`config.mk`:
```
export PLATFORM = sky130hd
export DESIGN_NAME = rx_receiver
export DESIGN_NICKNAME = d
export VERILOG_FILES = /design/src/rtl/rx_receiver_pkg.sv /design/src/rtl/crc8_serial.sv /design/src/rtl/rx_receiver.sv
export SDC_FILE = /design/constraint.sdc
export NUM_CORES = 1
export LEC_CHECK = 0
export ABC_AREA = 1
export BUFFER_PORTS_ARGS = -buffer_cell sky130_fd_sc_hd__buf_2
export CORE_ASPECT_RATIO = 1.5
export CORE_MARGIN = 1.5
export CORE_UTILIZATION = 62
export DETAILED_ROUTE_END_ITERATION = 10
export MAX_ROUTING_LAYER = met4
export PLACE_DENSITY = 0.9
export SYNTH_ARGS = -nofsm -noshare
export SYNTH_HDL_FRONTEND = slang
export SYNTH_HIERARCHICAL = 1
export SYNTH_SLANG_ARGS = --single-unit
```
`constraint.sdc`:
```
create_clock -name clk -period 3.35 [get_ports clk]
set_clock_uncertainty 0.2 [all_clocks]
set_input_delay 0.335 -clock clk [delete_from_list [all_inputs] [get_ports clk]]
set_output_delay 0.335 -clock clk [all_outputs]
set_load 0.1 [all_outputs]
```
`src/rtl/rx_receiver_pkg.sv`:
```
// rtl/rx_receiver_pkg.sv - shared framing constants, rx state encoding and payload mask helper
package rx_receiver_pkg;

    localparam logic [15:0] PREAMBLE_PATTERN = 16'hAAAA;
    localparam logic [7:0]  SFD_PATTERN      = 8'hAB;
    localparam logic [7:0]  CRC_POLY         = 8'h07;

    localparam int LEN_MSB = 3;
    localparam int LEN_LSB = 0;

    localparam int HDR_W = 8;
    localparam int PAY_W = 128;
    localparam int PKT_W = HDR_W + PAY_W;

    typedef enum logic [1:0] {
        ST_HUNT   = 2'd0,
        ST_HEADER = 2'd1,
        ST_DATA   = 2'd2,
        ST_CRC    = 2'd3
    } rx_state_e;

    // Keeps the (len+1) received bytes at the top of the payload, zeroes the rest.
    function automatic logic [PAY_W-1:0] payload_mask(input logic [3:0] len);
        logic [8:0] nbits;
        nbits = ({5'd0, len} + 9'd1) << 3;
        return ~({PAY_W{1'b1}} >> nbits);
    endfunction

endpackage

```
`src/rtl/crc8_serial.sv`:
```
// rtl/crc8_serial.sv - bit-serial CRC-8 (poly 0x07, init 0x00, MSB first)
module crc8_serial
    import rx_receiver_pkg::*;
(
    input  logic       clk,
    input  logic       rst_n,
    input  logic       clear,
    input  logic       enable,
    input  logic       data_in,
    output logic [7:0] crc_out
);

    logic [7:0] crc_q;

    always_ff @(posedge clk or negedge rst_n) begin
        if (!rst_n) begin
            crc_q <= 8'h00;
        end else if (clear) begin
            crc_q <= 8'h00;
        end else if (enable) begin
            crc_q <= {crc_q[6:0], 1'b0} ^ ({8{crc_q[7] ^ data_in}} & CRC_POLY);
        end
    end

    assign crc_out = crc_q;

endmodule

```
`src/rtl/rx_receiver.sv`:
```
// rtl/rx_receiver.sv - serial packet receiver: preamble/SFD hunt, deframing, CRC-8 check; RX_STATS_EN adds packet counters
module rx_receiver
    import rx_receiver_pkg::*;
#(
    parameter int PREAMBLE_MIN = 8,
    parameter int PKT_W        = 136
) (
    input  logic             clk,
    input  logic             rst_n,
    input  logic             rx_line,
    output logic [PKT_W-1:0] rx_packet,
    output logic             rx_valid,
    output logic             crc_err,
    output logic             rx_busy,
    output logic [15:0]      pkt_ok_cnt,
    output logic [15:0]      pkt_err_cnt
);

    localparam logic [5:0] ALT_MIN = 6'(PREAMBLE_MIN);

    rx_state_e        state_q;
    logic [7:0]       window_q;
    logic             prev_bit_q;
    logic [5:0]       alt_cnt_q;
    logic [7:0]       bit_cnt_q;
    logic [7:0]       hdr_q;
    logic [3:0]       len_q;
    logic [PAY_W-1:0] payload_q;
    logic [7:0]       crc_rx_q;
    logic [PKT_W-1:0] rx_packet_q;
    logic             rx_valid_q;
    logic             crc_err_q;

    logic [7:0] hdr_d;
    logic [7:0] crc_rx_d;
    logic [7:0] crc_calc;
    logic [7:0] data_last;
    logic       sync_hit;

    assign hdr_d     = {hdr_q[6:0], rx_line};
    assign crc_rx_d  = {crc_rx_q[6:0], rx_line};
    assign data_last = {1'b0, len_q, 3'b111};

    // The SFD ends in "11", so the equal-bit test is what separates it from plain preamble.
    assign sync_hit = ({window_q[6:0], rx_line} == SFD_PATTERN) &&
                      rx_line && prev_bit_q && (alt_cnt_q >= ALT_MIN);

    crc8_serial u_crc (
        .clk     (clk),
        .rst_n   (rst_n),
        .clear   (state_q == ST_HUNT),
        .enable  (state_q == ST_DATA),
        .data_in (rx_line),
        .crc_out (crc_calc)
    );

    always_ff @(posedge clk or negedge rst_n) begin
        if (!rst_n) begin
            state_q     <= ST_HUNT;
            window_q    <= 8'h00;
            prev_bit_q  <= 1'b0;
            alt_cnt_q   <= 6'd0;
            bit_cnt_q   <= 8'd0;
            hdr_q       <= 8'h00;
            len_q       <= 4'd0;
            payload_q   <= '0;
            crc_rx_q    <= 8'h00;
            rx_packet_q <= '0;
            rx_valid_q  <= 1'b0;
            crc_err_q   <= 1'b0;
        end else begin
            prev_bit_q <= rx_line;
            rx_valid_q <= 1'b0;
            case (state_q)
                ST_HUNT: begin
                    window_q <= {window_q[6:0], rx_line};
                    if (rx_line != prev_bit_q) begin
                        alt_cnt_q <= (alt_cnt_q == 6'd63) ? alt_cnt_q : alt_cnt_q + 6'd1;
                    end else begin
                        alt_cnt_q <= 6'd0;
                    end
                    if (sync_hit) begin
                        state_q   <= ST_HEADER;
                        bit_cnt_q <= 8'd0;
                    end
                end
                ST_HEADER: begin
                    hdr_q     <= hdr_d;
                    bit_cnt_q <= bit_cnt_q + 8'd1;
                    if (bit_cnt_q == 8'd7) begin
                        len_q     <= hdr_d[LEN_MSB:LEN_LSB];
                        bit_cnt_q <= 8'd0;
                        state_q   <= ST_DATA;
                    end
                end
                ST_DATA: begin
                    payload_q[7'd127 - bit_cnt_q[6:0]] <= rx_line;
                    bit_cnt_q <= bit_cnt_q + 8'd1;
                    if (bit_cnt_q == data_last) begin
                        bit_cnt_q <= 8'd0;
                        state_q   <= ST_CRC;
                    end
                end
                ST_CRC: begin
                    crc_rx_q  <= crc_rx_d;
                    bit_cnt_q <= bit_cnt_q + 8'd1;
                    if (bit_cnt_q == 8'd7) begin
                        rx_valid_q  <= 1'b1;
                        rx_packet_q <= PKT_W'({hdr_q, payload_q & payload_mask(len_q)});
                        crc_err_q   <= (crc_rx_d != crc_calc);
                        state_q     <= ST_HUNT;
                        window_q    <= 8'h00;
                        alt_cnt_q   <= 6'd0;
                        bit_cnt_q   <= 8'd0;
                    end
                end
                default: state_q <= ST_HUNT;
            endcase
        end
    end

    assign rx_packet = rx_packet_q;
    assign rx_valid  = rx_valid_q;
    assign crc_err   = crc_err_q;
    assign rx_busy   = (state_q != ST_HUNT);

`ifdef RX_STATS_EN
    logic [15:0] ok_cnt_q;
    logic [15:0] err_cnt_q;

    always_ff @(posedge clk or negedge rst_n) begin
        if (!rst_n) begin
            ok_cnt_q  <= 16'd0;
            err_cnt_q <= 16'd0;
        end else if (rx_valid_q) begin
            if (crc_err_q) begin
                err_cnt_q <= (err_cnt_q == 16'hFFFF) ? err_cnt_q : err_cnt_q + 16'd1;
            end else begin
                ok_cnt_q <= (ok_cnt_q == 16'hFFFF) ? ok_cnt_q : ok_cnt_q + 16'd1;
            end
        end
    end

    assign pkt_ok_cnt  = ok_cnt_q;
    assign pkt_err_cnt = err_cnt_q;
`else
    assign pkt_ok_cnt  = 16'd0;
    assign pkt_err_cnt = 16'd0;
`endif

endmodule

```
Word level (Yosys, flattened, before mapping)
Index checks and enable logic that the tools add are counted.
- flip-flop bits (word level): 317
- latch bits: 0
- memory bits (writable): 0
- ROM bits: 0
- input port bits: 3
- output and inout port bits: 171
- logic and storage cells: 75
- memories: 0
- add/sub/neg operators: 4
- multipliers: 0
- divide/modulo/power cells: 0
- $lt $le $gt $ge: 3
- equal/unequal tests: 14
- shift-type cells: 1
- mux-type cells: 22
- bitwise gates (word level): 4
- reduce and logical (&&, ||, !) cells: 14
- operators with widths (cell ; count):
    128-bit bitwise AND ; 1
    128-bit bitwise mux ; 1
    128-bit NOT ; 1
    128-bit by 8-bit right shift with 128-bit output, first input constant ; 1
    8-bit two-way mux ; 5
    8-bit case mux with 3 select lines ; 1
    6-bit two-way mux ; 3
    7-bit case mux with 2 select lines ; 1
    6-bit case mux with 2 select lines ; 1
    8-bit by 1-bit adder with 8-bit output, second input constant ; 1
    8-bit by 3-bit equality test with 1-bit output, second input constant ; 1
    8-bit by 7-bit equality test with 1-bit output ; 1
    8-bit equality test, second input constant ; 1
    7-bit by 8-bit < comparator with 1-bit output, second input constant ; 1
    2-bit two-way mux ; 4
    2-bit != test, second input constant ; 4
    8-bit != test ; 1
    2-bit case mux with 4 select lines ; 1
    8-bit by 3-bit XOR with 8-bit output ; 1
    1-bit demux with 7-bit select ; 1
    7-bit by 1-bit >= comparator with 1-bit output, second input constant ; 1
    7-bit two-way mux ; 1
    7-bit subtractor, first input constant ; 1
    6-bit by 1-bit adder with 6-bit output, second input constant ; 1
    16 further kinds ; 26

Longest topological paths before layout
Gate-level depths: netlist of the first run.
- depth after elaboration: 6
- gate-level depth with buffers: 10

Modules after synthesis
Netlist of the first run, hierarchy kept.
- modules (own cells, without submodules) (module ; times used ; cells an instance ; area an instance (sq um) ; seq. area each (sq um)):
    rx_receiver ; 1 ; 1418 ; 13391.6 ; 7732.4
    crc8_serial ; 1 ; 42 ; 364.1 ; 200.2

Worst setup path after synthesis of the first run
Ideal clock, no wire load.
- path type: reg-to-reg
- start point: register state_q[0]
- end point: register alt_cnt_q[0]
- library setup time: 0.117 ns
- arrival: 2.093 ns
- data required time: 3.033 ns
- path slack: 0.940 ns
- stages on the path, launching flop included: 9
- buffers on the path: 0
- path through: dfrtp_1 inv_1 ha_1 inv_1 nor2_1 a21oi_2 nand2_1 nand2_1 nand2_1
- cells in the longest elaborated chain, start to end: 3
- RTL lines (what ; line ; text):
    from (decl) ; rx_receiver.sv:21 ; rx_state_e state_q;
    from (signal assigned) ; rx_receiver.sv:59 ; state_q <= ST_HUNT;
    from (signal assigned) ; rx_receiver.sv:83 ; state_q <= ST_HEADER;
    from (signal assigned) ; rx_receiver.sv:93 ; state_q <= ST_DATA;
    2-bit equality test / 2-bit logical NOT (equally long branches) ; rx_receiver.sv:74 ; case (state_q)
    2-bit != test (no source line) (tied with other cells) ; -- ;
    3-bit AND reduction (no source line) ; -- ;
    to (signal assigned) ; rx_receiver.sv:78 ; alt_cnt_q <= (alt_cnt_q == 6'd63) ? alt_cnt_q : alt_cnt_q + 6'd1;
    to (decl) ; rx_receiver.sv:24 ; logic [5:0] alt_cnt_q;
Parallel ways exist; a longest one is shown, timed or not.
A chain may end at the register's enable or synchronous reset.

Final worst setup path of the first run
- start point: register state_q[0]
- end point: output rx_busy
- cells in the longest elaborated chain, start to end: 1
- RTL lines (what ; line ; text):
    2-bit nonzero test ; rx_receiver.sv:125 ; assign rx_busy = (state_q != ST_HUNT);
    to (decl) ; rx_receiver.sv:14 ; output logic rx_busy,
No other way between the ends.

==> results.sh, run 1 <==
export IMPL_syn2layout_area_growth_pct=10.9
export IMPL_slew_viol_final=0
export IMPL_core_area_sq_mm=0.0217
export IMPL_nNetsFinal=1572
export IMPL_async_flop_share_pct=100
export IMPL_ir_worst_vdd_mv=0.459
export IMPL_path_max_fanout=8
export IMPL_grt_max_degree=179
export IMPL_status="finished, final reports clean"
export IMPL_dieArea_sq_mm=0.0231
export IMPL_synth_cells=1460
export IMPL_timing_final_crit_share_pct=80.3
export IMPL_syn_avg_cell_area_sq_um=9.42
export IMPL_fin_crit_ns=2.69
export IMPL_power_density_mw_per_mm2=636
export IMPL_tns_ns=0
export IMPL_routed_wl_mm=32.4
export IMPL_wl_per_cell_um=17.5
export IMPL_yosys_warnings=6
export IMPL_max_slew_margin_pct=21.5
export IMPL_synth_ff_type="dfrtp_1"
export IMPL_vias_per_cell=5.96
export IMPL_start_util_pct=63.3
export IMPL_drc=0
export IMPL_cp_required_ns=2.81
export IMPL_hold_violations=0
export IMPL_rsz0062_at_grt="no"
export IMPL_dr_pass1_iters=8
export IMPL_ys_ff_latch=317
export IMPL_cts_sink_count=317
export IMPL_worst_ep_arrival_time_ns=2.15
export IMPL_io_buffers=141
export IMPL_clk_pin_slew_ns=0.07
export IMPL_worstMarginPinSlew_ns=1.18
export IMPL_hpwl_mm=20.6
export IMPL_antenna_found_initial=0
export IMPL_track_usage_pct=28.5
export IMPL_cts_buffer_depth=3
export IMPL_grt_remaining_overflow=0
export IMPL_drv_cap=0
export IMPL_post_route_util_pct=70.2
export IMPL_fmax_ghz=0.372
export IMPL_synth_edf_count=0
export IMPL_via_count=11043
export IMPL_netlist_area_sq_mm=0.0138
export IMPL_place_gp_congestion=0.906
export IMPL_cts_root_buf="clkbuf_16"
export IMPL_cts_htree_levels=1
export IMPL_ioPinCount=174
export IMPL_insertedDiodeCount=0
export IMPL_drtIter0Drc=1213
export IMPL_hp_class="primary input to async pin"
export IMPL_grt_pass1_vias=10372
export IMPL_endpoint_kind="output pin"
export IMPL_setup_viol_count_final=0
export IMPL_cts_tree="yes"
export IMPL_ys_types=36
export IMPL_drive_above_1_share_pct=15.9
export IMPL_cts_made_buffers=27
export IMPL_die_w_um=125
export IMPL_die_height_um=185
export IMPL_layout_common_cells="368 x nand2_1, 317 x dfrtp_1, 140 x buf_2, 126 x a21oi_1, 106 x o21ai_0"
export IMPL_num_rows=66
export IMPL_ys_seq_area_share_pct=57.7
export IMPL_whs_ns=0.135
export IMPL_startpoint_type="flip-flop"
export IMPL_grt_pass1_wl_mm=52.0
export IMPL_post_cts_setup_buffers=0
export IMPL_p_leak_uw=0.00700
export IMPL_ant_nets=0
export IMPL_layout_commonest_cell="nand2_1"
export IMPL_clk_latency_ns=0.54
export IMPL_worstSetupPathType="flip-flop to output pin"
[sequential cells by signal, indices dropped and copies added, names as in the netlist, 6 cells and up]
register       flops
crc_rx_q           7
rx_packet        136
payload_q        128
bit_cnt_q          8
alt_cnt_q          6
window_q           7
hdr_q              8
u_crc/crc_out      8
[per-layer routing]
metal	wire (um)	vias to the layer above	global-route usage (%)
met3	2080	134	3.67
met5	0	-	-
li1	-	5029	-
met4	1630	0	14.1
met1	12400	5328	35.1
met2	16300	552	47.1
[synth_stat cells (6+ instances only)]
cell | count | area (sq um)
o21ai_0 | 106 | 531
a21oi_1 | 126 | 631
nand2_4 | 6 | 67.6
buf_6 | 29 | 327
inv_2 | 11 | 41.3
ha_1 | 8 | 100
nand2_1 | 368 | 1380
a31oi_1 | 105 | 657
o22ai_1 | 11 | 68.8
inv_1 | 70 | 263
nor2_1 | 65 | 244
clkbuf_1 | 25 | 93.8
nor2_2 | 6 | 37.5
nor2_4 | 17 | 191
nor3_1 | 10 | 50.1
xor2_1 | 7 | 61.3
buf_4 | 46 | 345
buf_2 | 11 | 55.1
nand3_1 | 33 | 165
o21ai_1 | 58 | 290
dfrtp_1 | 317 | 7930
[report_power, final]
| group | switching (uW) | internal (uW) | total, uW | leakage, uW |
|---|---|---|---|---|
| sequential | 226 | 4100 | 4330 | 0.00374 |
| clock | 1390 | 2070 | 3460 | 0.000489 |
| combinational | 1470 | 426 | 1900 | 0.00277 |
| total | 3090 | 6600 | 9690 | 0.00700 |
[worst max-delay path, stage by stage (launching register included)]
cell and delay (ns):
dfrtp_1 0.41, inv_1 0.11, ha_1 0.34, inv_1 0.26
buf_2 0.50
[what timing repair did]
action                    CTS  global route
hold endpoints to repair   74             0
hold buffers                2             0
gates resized for setup     0             0
[worst paths after layout]
kind / endpoint / cells past startpoint / startpoint / slack, ns
max in group asynchronous: payload_q[94]$_DFFE_PN0P_ / 3 / rst_n / 1.93
worst max register to register: payload_q[19]$_DFFE_PN0P_ / 6 / state_q[0]$_DFFE_PN0P_ / 0.72
worst min register to register: rx_packet[92]$_DFFE_PN0P_ / 2 / rx_packet[92]$_DFFE_PN0P_ / 0.28
min in group clk: rx_packet[92]$_DFFE_PN0P_ / 2 / rx_packet[92]$_DFFE_PN0P_ / 0.28
worst min-delay path: payload_q[65]$_DFFE_PN0P_ / 2 / rst_n / 0.14
worst max-delay path: rx_busy / 4 / state_q[0]$_DFFE_PN0P_ / 0.66
[area by class of cell]
cell class                 instances  area (sq um)
multi-input combinational        980          4810
clock buffer                      40           815
timing repair buffer             153           861
fill                            1523          6460
clock inverter                    10           181
tap                              272           340
sequential                       317          7930
inverter                          82           309
[per-stage QoR]
stage	std cells	total power [uW]	instance area, sq um	setup WS, ns
6_report	1854	9690	15300	0.661
5_1_grt	1854	10000	15300	0.562
3_3_place_gp	1802	6160	14200	0.907
2_1_floorplan	1491	5780	13900	0.940
4_1_cts	1854	9680	15300	0.687
3_5_place_dp	1802	6240	14200	0.842
[logic make-up after synthesis]
family	share of synthesized area, %
compound gates	16.1
xor+xnor	0.755
fa+ha+maj	0.728
buf+inv	8.24
flops	57.7
other cells	0.0273
simple gates	16.5
Note: power is estimated with default switching activity, not from simulation.
==> run 2: changes to the inputs <==
- CORE_UTILIZATION: 62 -> 58
- PLACE_DENSITY: 0.9 -> 0.85
- clock period: 3.35 -> 2.75 ns (I/O delays scaled with it)
==> run 2 against run 1 <==
  * Final cell count rose by 3.0%
  * Clock power increased by 21%
  * Critical path depth unchanged
  * Sequential power up 21%
  * Via count down 3.3%
  * Critical endpoint unchanged
==> results.sh, run 2 (same netlist as run 1, synthesis figures left out) <==
export IMPL_clkPwrFrac_pct=35.5
export IMPL_cp_required_ns=2.28
export IMPL_setup_viol_count_final=0
export IMPL_critical_path_top_cell_by_count="inv_1"
export IMPL_clk_pin_slew_ns=0.07
export IMPL_crit_chain="inv_1, ha_1, inv_1, buf_2"
export IMPL_core_area_sq_mm=0.0231
export IMPL_r2r_start="bit_cnt_q[0]$_DFFE_PN0P_"
export IMPL_fin_crit_ns=2.63
export IMPL_timing_final_crit_share_pct=95.5
export IMPL_p_leak_uw=0.00707
export IMPL_max_slew_margin_pct=41.0
export IMPL_track_usage_pct=26.7
export IMPL_path_delay_family="buffers and inverters"
export IMPL_hpwl_mm=20.7
export IMPL_power_density_mw_per_mm2=764
export IMPL_pre_cts_slack_ns=0.245
export IMPL_hold_violations=0
export IMPL_slew_viol_final=0
export IMPL_cp_num_buf_inv=3
export IMPL_cts_htree_levels=1
export IMPL_start_util_pct=59.4
export IMPL_routed_wl_mm=31.6
export IMPL_place_gp_congestion=0.897
export IMPL_grt_pass1_vias=10159
export IMPL_drtIter0Drc=1013
export IMPL_cts_root_buf="clkbuf_16"
export IMPL_power_switching_share_pct=32.3
export IMPL_cts_tree="yes"
export IMPL_worstSetupPathType="flip-flop to output pin"
export IMPL_fillers=1812
export IMPL_die_height_um=192
export IMPL_layout_common_cells="368 x nand2_1, 317 x dfrtp_1, 140 x buf_2, 126 x a21oi_1, 106 x o21ai_0"
export IMPL_p_int_uw=7980
export IMPL_ioPinCount=174
export IMPL_cts_buffer_depth=3
export IMPL_power_frac_comb_pct=19.8
export IMPL_insertedDiodeCount=0
export IMPL_antenna_found_initial=0
export IMPL_ir_worst_vdd_mv=0.676
export IMPL_path_max_fanout=8
export IMPL_ant_nets=0
export IMPL_cp_startpoint="state_q[0]$_DFFE_PN0P_"
export IMPL_dieArea_sq_mm=0.0247
export IMPL_status="finished, final reports clean"
export IMPL_post_cts_setup_buffers=0
export IMPL_clk_latency_ns=0.55
export IMPL_grt_remaining_overflow=0
export IMPL_hp_class="primary input to async pin"
export IMPL_nNetsFinal=1583
export IMPL_worst_ep_arrival_time_ns=2.15
export IMPL_rsz0062_at_grt="no"
export IMPL_grt_pass1_wl_mm=51.3
export IMPL_drive_above_1_share_pct=16.6
export IMPL_fin_ws_ns=0.123
export IMPL_num_rows=68
export IMPL_wl_per_cell_um=16.6
export IMPL_cpPeakStageDelay_ns=0.49
export IMPL_fmax_ghz=0.381
export IMPL_die_w_um=129
export IMPL_cts_sink_count=317
export IMPL_cts_made_buffers=28
export IMPL_slowest_stage="buf_2"
export IMPL_startpoint_type="flip-flop"
export IMPL_via_count=10676
export IMPL_power_frac_seq_pct=44.7
export IMPL_largest_register_ff_count=136
export IMPL_drv_cap=0
export IMPL_layout_commonest_cell="nand2_1"
export IMPL_endpoint_kind="output pin"
export IMPL_io_buffers=141
export IMPL_worstMarginPinSlew_ns=0.886
export IMPL_tns_ns=0
export IMPL_vias_per_cell=5.59
export IMPL_drc=0
export IMPL_p_switching_uw=3810
export IMPL_dr_pass1_iters=5
export IMPL_grt_max_degree=223
export IMPL_syn2layout_area_growth_pct=12.2
-- run 2: changes by cell type in the layout (fill, tap and decap cells not counted), moves of 2 or more --
cell | previous run | this run
clkbuf_8 | 9 | 3
clkinv_2 | 4 | 9
buf_4 | 6 | 13
buf_12 | 4 | 7
clkinv_8 | 0 | 2
-- run 2: worst register-to-register path: stages, from the launching register on --
cell	delay, ns
dfrtp_1	0.47
ha_1	0.28
nand3_1	0.17
nor2_4	0.23
nand2_8	0.14
buf_12	0.30
nand2_1	0.42
o21ai_0	0.12
-- run 2: per-layer routing --
layer	routed length, um	up-vias	track usage [%]
met5	0	-	-
met4	992	0	10.6
met3	1860	63	2.31
met2	16100	443	44.3
met1	12700	5111	34.2
li1	-	5059	-
-- run 2: path summary, 6_finish.rpt --
check	slack [ns]	to	depth (start not counted)
worst min-delay path	0.06	payload_q[58]$_DFFE_PN0P_	2
min in group clk	0.28	rx_packet[92]$_DFFE_PN0P_	2
worst max register to register	0.27	rx_packet[16]$_DFFE_PN0P_	7
worst min register to register	0.28	rx_packet[92]$_DFFE_PN0P_	2
max in group asynchronous	1.48	payload_q[79]$_DFFE_PN0P_	3
worst max-delay path	0.12	rx_busy	4
-- run 2: final cells by class --
class	instances	area (sq um)	share of cell area [%]
clock buffers	34	753	4.88
clock inverters	18	248	1.61
inverters	82	309	2.00
multi-input cells	980	4820	31.2
flip-flops and latches	317	7930	51.4
well taps	315	394	2.55
repair buffers	163	973	6.31
-- run 2: power groups by stage --
stage               combinational, uW  clock, uW  sequential, uW
floorplan                        1570          0            5470
global placement                 2230          0            5320
detailed placement               2300          0            5340
CTS                              2320       4240            5250
global route                     2570       4430            5300
finish                           2330       4190            5260
-- run 2: what timing repair did --
item | 4_1_cts | 5_1_grt
hold buffers | 2 | 0
gates resized for setup | 0 | 1
endpoints found under the setup margin | 0 | 2
endpoints found under the hold margin | 306 | 0
-- run 2: through the flow --
stage               area, sq um  total power (uW)  util [%]  hold slack (ns)  std cells
floorplan                 13900              7050         -           -0.221       1491
global placement          14400              7550      62.2           0.0606       1855
detailed placement        14400              7640      62.2           0.0587       1855
CTS                       15400             11800      66.7           0.0770       1909
global route              15400             12300      66.7            0.119       1909
finish                    15400             11800      66.7           0.0646       1909
